--- src/rtl/mbist_compare_status_collector.sv ---
// mbist_compare_status_collector
// Read-side response checker for the memory BIST assembly. Expected data,
// mask and address travel down an alignment pipeline that matches the
// memory read latency. Each word is compared against the returned read
// data, and the block accumulates sticky GO/DONE, a saturating failure
// count and first-failure diagnostics. All status can be loaded into a
// capture/shift scan register for the TAP access path.
module mbist_compare_status_collector #(
  parameter int DATA_WIDTH     = 32,
  parameter int ADDR_WIDTH     = 10,
  parameter int READ_LATENCY   = 1,
  parameter int FAIL_CNT_WIDTH = 8
) (
  input  logic                      clk_i,
  input  logic                      rst_ni,
  input  logic                      clear_i,
  input  logic                      cmp_en_i,
  input  logic [ADDR_WIDTH-1:0]     cmp_addr_i,
  input  logic [DATA_WIDTH-1:0]     exp_data_i,
  input  logic [DATA_WIDTH-1:0]     mask_i,
  input  logic [DATA_WIDTH-1:0]     mem_q_i,
  input  logic                      test_done_i,
  output logic                      go_o,
  output logic                      done_o,
  output logic [FAIL_CNT_WIDTH-1:0] fail_cnt_o,
  output logic [ADDR_WIDTH-1:0]     first_fail_addr_o,
  output logic [DATA_WIDTH-1:0]     first_fail_data_o,
  input  logic                      capture_i,
  input  logic                      shift_i,
  input  logic                      si_i,
  output logic                      so_o
);

  // Scan register holds {done, go, fail_cnt, first_fail_addr, first_fail_data}.
  localparam int SCAN_LEN = 2 + FAIL_CNT_WIDTH + ADDR_WIDTH + DATA_WIDTH;
  // Index of the pipeline stage whose entry is compared this cycle.
  localparam int LAST = READ_LATENCY - 1;
  // DRAIN lasts exactly READ_LATENCY cycles; counter runs 0..READ_LATENCY-1.
  localparam logic [2:0] DRAIN_LAST = 3'(READ_LATENCY - 1);
  localparam logic [FAIL_CNT_WIDTH-1:0] CNT_MAX = {FAIL_CNT_WIDTH{1'b1}};
  localparam logic [FAIL_CNT_WIDTH-1:0] CNT_ONE = FAIL_CNT_WIDTH'(1);

  typedef enum logic [1:0] {
    ST_IDLE  = 2'd0,
    ST_RUN   = 2'd1,
    ST_DRAIN = 2'd2,
    ST_DONE  = 2'd3
  } state_t;

  // A word fails when any unmasked bit differs; mask bit 1 means "don't care".
  function automatic logic f_word_mismatch(
    input logic [DATA_WIDTH-1:0] q,
    input logic [DATA_WIDTH-1:0] exp_w,
    input logic [DATA_WIDTH-1:0] mask_w
  );
    return |((q ^ exp_w) & ~mask_w);
  endfunction

  // ---------------------------------------------------------------------
  // Control FSM
  // ---------------------------------------------------------------------
  state_t     r_state;
  state_t     w_state_nxt;
  logic [2:0] r_drain_cnt;
  logic [2:0] w_drain_cnt_nxt;
  logic       r_done;
  logic       w_accept;

  // Compares are only admitted before the controller signals completion.
  assign w_accept = cmp_en_i & ((r_state == ST_IDLE) | (r_state == ST_RUN));

  // Next-state logic; clear overrides every transition.
  always_comb begin
    w_state_nxt     = r_state;
    w_drain_cnt_nxt = r_drain_cnt;
    if (clear_i) begin
      w_state_nxt     = ST_IDLE;
      w_drain_cnt_nxt = 3'd0;
    end else begin
      case (r_state)
        ST_IDLE: begin
          if (test_done_i) begin
            w_state_nxt     = ST_DRAIN;
            w_drain_cnt_nxt = 3'd0;
          end else if (cmp_en_i) begin
            w_state_nxt = ST_RUN;
          end else begin
            w_state_nxt = ST_IDLE;
          end
        end
        ST_RUN: begin
          if (test_done_i) begin
            w_state_nxt     = ST_DRAIN;
            w_drain_cnt_nxt = 3'd0;
          end else begin
            w_state_nxt = ST_RUN;
          end
        end
        ST_DRAIN: begin
          if (r_drain_cnt == DRAIN_LAST) begin
            w_state_nxt     = ST_DONE;
            w_drain_cnt_nxt = 3'd0;
          end else begin
            w_drain_cnt_nxt = r_drain_cnt + 3'd1;
          end
        end
        ST_DONE: begin
          w_state_nxt = ST_DONE;
        end
        default: begin
          w_state_nxt     = ST_IDLE;
          w_drain_cnt_nxt = 3'd0;
        end
      endcase
    end
  end

  // State, drain counter and registered done flag.
  always_ff @(posedge clk_i or negedge rst_ni) begin
    if (!rst_ni) begin
      r_state     <= ST_IDLE;
      r_drain_cnt <= 3'd0;
      r_done      <= 1'b0;
    end else begin
      r_state     <= w_state_nxt;
      r_drain_cnt <= w_drain_cnt_nxt;
      r_done      <= (w_state_nxt == ST_DONE);
    end
  end

  // ---------------------------------------------------------------------
  // Alignment pipeline: expected word, mask and address follow the read
  // ---------------------------------------------------------------------
  logic [READ_LATENCY-1:0]                 r_pv;
  logic [READ_LATENCY-1:0][ADDR_WIDTH-1:0] r_pa;
  logic [READ_LATENCY-1:0][DATA_WIDTH-1:0] r_pe;
  logic [READ_LATENCY-1:0][DATA_WIDTH-1:0] r_pm;

  // Shift compare context toward the stage that meets the read data.
  always_ff @(posedge clk_i or negedge rst_ni) begin
    if (!rst_ni) begin
      r_pv <= '0;
      r_pa <= '0;
      r_pe <= '0;
      r_pm <= '0;
    end else if (clear_i) begin
      r_pv <= '0;
      r_pa <= '0;
      r_pe <= '0;
      r_pm <= '0;
    end else begin
      r_pv[0] <= w_accept;
      r_pa[0] <= cmp_addr_i;
      r_pe[0] <= exp_data_i;
      r_pm[0] <= mask_i;
      for (int k = 1; k < READ_LATENCY; k++) begin
        r_pv[k] <= r_pv[k-1];
        r_pa[k] <= r_pa[k-1];
        r_pe[k] <= r_pe[k-1];
        r_pm[k] <= r_pm[k-1];
      end
    end
  end

  logic w_mismatch;
  assign w_mismatch = r_pv[LAST] & f_word_mismatch(mem_q_i, r_pe[LAST], r_pm[LAST]);

  // ---------------------------------------------------------------------
  // Status accumulation
  // ---------------------------------------------------------------------
  logic                      r_go;
  logic [FAIL_CNT_WIDTH-1:0] r_fail_cnt;
  logic [ADDR_WIDTH-1:0]     r_ff_addr;
  logic [DATA_WIDTH-1:0]     r_ff_data;

  // Sticky go, saturating count; go still high marks the first failure.
  always_ff @(posedge clk_i or negedge rst_ni) begin
    if (!rst_ni) begin
      r_go       <= 1'b1;
      r_fail_cnt <= '0;
      r_ff_addr  <= '0;
      r_ff_data  <= '0;
    end else if (clear_i) begin
      r_go       <= 1'b1;
      r_fail_cnt <= '0;
      r_ff_addr  <= '0;
      r_ff_data  <= '0;
    end else if (w_mismatch) begin
      r_go <= 1'b0;
      if (r_fail_cnt != CNT_MAX) begin
        r_fail_cnt <= r_fail_cnt + CNT_ONE;
      end
      if (r_go) begin
        r_ff_addr <= r_pa[LAST];
        r_ff_data <= mem_q_i;
      end
    end
  end

  // ---------------------------------------------------------------------
  // Capture/shift scan register (independent of clear and the FSM)
  // ---------------------------------------------------------------------
  logic [SCAN_LEN-1:0] r_sr;
  logic [SCAN_LEN-1:0] w_scan_load;

  assign w_scan_load = {r_done, r_go, r_fail_cnt, r_ff_addr, r_ff_data};

  // Capture wins over shift; shifting moves data toward bit 0.
  always_ff @(posedge clk_i or negedge rst_ni) begin
    if (!rst_ni) begin
      r_sr <= '0;
    end else if (capture_i) begin
      r_sr <= w_scan_load;
    end else if (shift_i) begin
      r_sr <= {si_i, r_sr[SCAN_LEN-1:1]};
    end
  end

  assign go_o              = r_go;
  assign done_o            = r_done;
  assign fail_cnt_o        = r_fail_cnt;
  assign first_fail_addr_o = r_ff_addr;
  assign first_fail_data_o = r_ff_data;
  assign so_o              = r_sr[0];

endmodule
--- config.mk ---
export PLATFORM = sky130hd
export DESIGN_NAME = mbist_compare_status_collector
export DESIGN_NICKNAME = d
export VERILOG_FILES = /design/src/rtl/mbist_compare_status_collector.sv
export SDC_FILE = /design/constraint.sdc
export NUM_CORES = 1
export LEC_CHECK = 0
export CAP_MARGIN = 20
export CORE_AREA = 2 2 125 127
export DETAILED_ROUTE_END_ITERATION = 8
export DIE_AREA = 0 0 127 129
export PLACE_DENSITY = 0.84
export REMOVE_ABC_BUFFERS = 1
export SLEW_MARGIN = 20
export SYNTH_ARGS = -nofsm -noshare
export SYNTH_HDL_FRONTEND = slang
export SYNTH_SLANG_ARGS = --single-unit
--- constraint.sdc ---
create_clock -name clk_i -period 4.6 [get_ports clk_i]
set_input_delay 0.92 -clock clk_i [delete_from_list [all_inputs] [get_ports clk_i]]
set_output_delay 0.92 -clock clk_i [all_outputs]
set_load 0.05 [all_outputs]
==> flow_metrics.tcl <==
set metrics [dict create \
    status "completed" \
    grt_pass1_vias 5571 \
    hold_path.class "register to register" \
    path_class "input port to register" \
    power_density_nw_per_um2 346 \
    synthArstFlopShare_pct 100 \
    fmax_mhz 287 \
    yosysWarnings 0 \
    drc 0 \
    placed_cells 1018 \
    antenna_left 0 \
    syn2layout_area_growth_pct 28.3 \
    rows 45 \
    synth_area_sq_um 8090 \
    grt_pass1_wl_mm 27.4 \
    synth_flop_cell "dfrtp_1" \
    synth_cells 702 \
    die_y_microns 129 \
    clock_sinks 184 \
    synthDominantCellAreaShare_pct 56.6 \
    slew_viol_final 0 \
    track_usage_pct 21.4 \
    final-setup-viol-count 0 \
    clockBufferDepth 2 \
    drt-total-wl_mm 16.8 \
    synth_edf_count 0 \
    insertion_delay_ps 430 \
    ctsResizeCount 0 \
    ys_types 35 \
    drive_above_1_share_pct 6.03 \
    hpwl_mm 11.7 \
    dp_slack_ps 684 \
    ys_ff_latch 184 \
    post-route-min-period_ps 3490 \
    tns_ps 0 \
    first_pass_iters 6 \
    finalClockSkew_ps 9.49 \
    viasPerCell 5.19 \
    final_cells 1050 \
    synth_area_per_cell_sq_um 11.5 \
    startpoint_type "input port" \
    h-tree-depth 4 \
    overflow 0 \
    antenna_found_initial 1 \
    yosysTopAreaCell "dfrtp_1" \
    rsz0062_at_grt "no" \
    die_w_microns 127 \
    cts_hold_buf 0 \
    clk_pin_slew_worst_paths_ps 70 \
    required_ps 4890 \
    post_cts_buffers 0 \
    ir_drop_mv 0.270 \
    coreArea_sq_um 15000 \
    crit_arrival_ps 3780 \
    cp-end-kind "register" \
    timing.final.crit_share_pct 75.8 \
    synth_area_leaders "dfrtp_1 (57%), mux2i_1 (12%), nand2b_1 (6.4%)" \
    worst_pin_slew_ps 915 \
    worst_slack_ps 1110 \
    wl_per_cell_microns 16.0 \
    maxCapViolations 0 \
    io_buffer_count 166 \
    hold_viol 0 \
    ys_seq_area_share_pct 56.9 \
    n_antenna_cell 0 \
    synth_common_cells "dfrtp_1 (183), mux2i_1 (96), nand2b_1 (83), nor2b_1 (82), nand2_1 (55)" \
    io_pins 167 \
    fillers 1072 \
    drt_iter0_markers 292 \
    cp_max_fo 24 \
    cts_tree "yes" \
    cts_root_buf "clkbuf_16" \
    p_leak_nw 4.50 \
    yosysMostFrequentCell "dfrtp_1" \
    start_util_pct 54.0 \
    slew-limit-headroom_pct 39.0 \
    vias 5449 \
    dieArea_sq_um 16400 \
    cts_made_buffers 17 \
    nNetsFinal 966 \
    gp_congestion 0.825 \
    grt_max_degree 121 \
]
[report_power, final]
| part | switching, mW | internal (mW) | leakage, nW |
|---|---|---|---|
| Sequential | 0.0436 | 1.69 | 2.46 |
| Combinational | 0.224 | 0.214 | 1.76 |
| Clock | 0.596 | 0.826 | 0.282 |
| Total | 0.863 | 2.73 | 4.50 |
[flip-flops by register name, summed over array words and instances (netlist names), 2 cells and up]
| register | cells |
|---|---|
| fail_cnt_o | 8 |
| first_fail_data_o | 32 |
| r_pm | 32 |
| r_drain_cnt | 3 |
| first_fail_addr_o | 10 |
| r_sr | 52 |
| r_state | 2 |
| r_pa | 10 |
| r_pe | 32 |
[critical path: stages]
cell and delay (ps):
clkdlybuf4s50_1 490, xnor2_1 120, o22ai_1 110, nor4_1 630, nand4_2 390, and3_2 540, buf_4 360, mux2i_1 180
[worst paths after layout]
kind / from / end / slack [ps] / depth (start not counted)
max: mem_q_i[28] / first_fail_addr_o[3]$_DFFE_PN0P_ / 1110 / 8
min: r_state[1]$_DFF_PN0_ / r_pv$_DFF_PN0_ / 460 / 1
max reg2reg: r_pe[28]$_DFF_PN0_ / first_fail_addr_o[3]$_DFFE_PN0P_ / 1700 / 7
min reg2reg: r_state[1]$_DFF_PN0_ / r_pv$_DFF_PN0_ / 460 / 1
max in group asynchronous: rst_ni / go_o$_DFFE_PN1P_ / 2960 / 2
min in group asynchronous: rst_ni / r_sr[35]$_DFFE_PN0P_ / 590 / 1
[cells in the final DEF, fill, tap and decap left out, types with 4 or more instances in the layout]
cell type	instances
and3_1	5
buf_4	6
clkbuf_16	17
clkdlybuf4s50_1	162
clkinv_2	5
dfrtp_1	183
inv_1	4
mux2_2	7
mux2i_1	96
nand2_1	55
nand2b_1	83
nor2_1	11
nor2b_1	82
nor4_1	4
o21ai_0	53
o22ai_1	16
xnor2_1	32
[area by class of cell]
| class | count | area, sq um | area share (%) |
|---|---|---|---|
| inverters | 4 | 15.0 | 0.145 |
| repair buffers | 170 | 1700 | 16.4 |
| flip-flops and latches | 184 | 4610 | 44.4 |
| well taps | 188 | 235 | 2.27 |
| clock buffers | 20 | 457 | 4.40 |
| clock inverters | 12 | 125 | 1.21 |
| multi-input cells | 472 | 3240 | 31.2 |
[metrics by stage]
step	total power [mW]	hold WS, ps	util (%)	instance area (sq um)
CTS	3.63	466	69.3	10400
global placement	2.19	448	65.4	9790
floorplan	1.96	428	-	7860
detailed placement	2.21	456	65.4	9790
global route	3.72	491	69.3	10400
finish	3.59	462	69.3	10400
[metal layers]
layer / share of wire [%] / track usage, % / vias up
met5: 0.095 / 0 / -
met4: 2.3 / 8.27 / 2
met3: 4.8 / 4.99 / 27
met2: 49 / 35.3 / 141
met1: 44 / 27.9 / 2657
li1: - / - / 2622
[kinds of logic after synthesis]
logic type | Yosys count | synth area share [%]
AO/OA/AOI/OAI | 76 | 5.07
AND/OR/NAND/NOR | 258 | 18.2
adder cells (fa/ha/maj) | 3 | 0.464
multiplexers | 103 | 12.9
XOR/XNOR | 32 | 3.47
buffers and inverters | 46 | 3.03
flip-flops | 184 | 56.9
(Power assumes the default switching activity.)
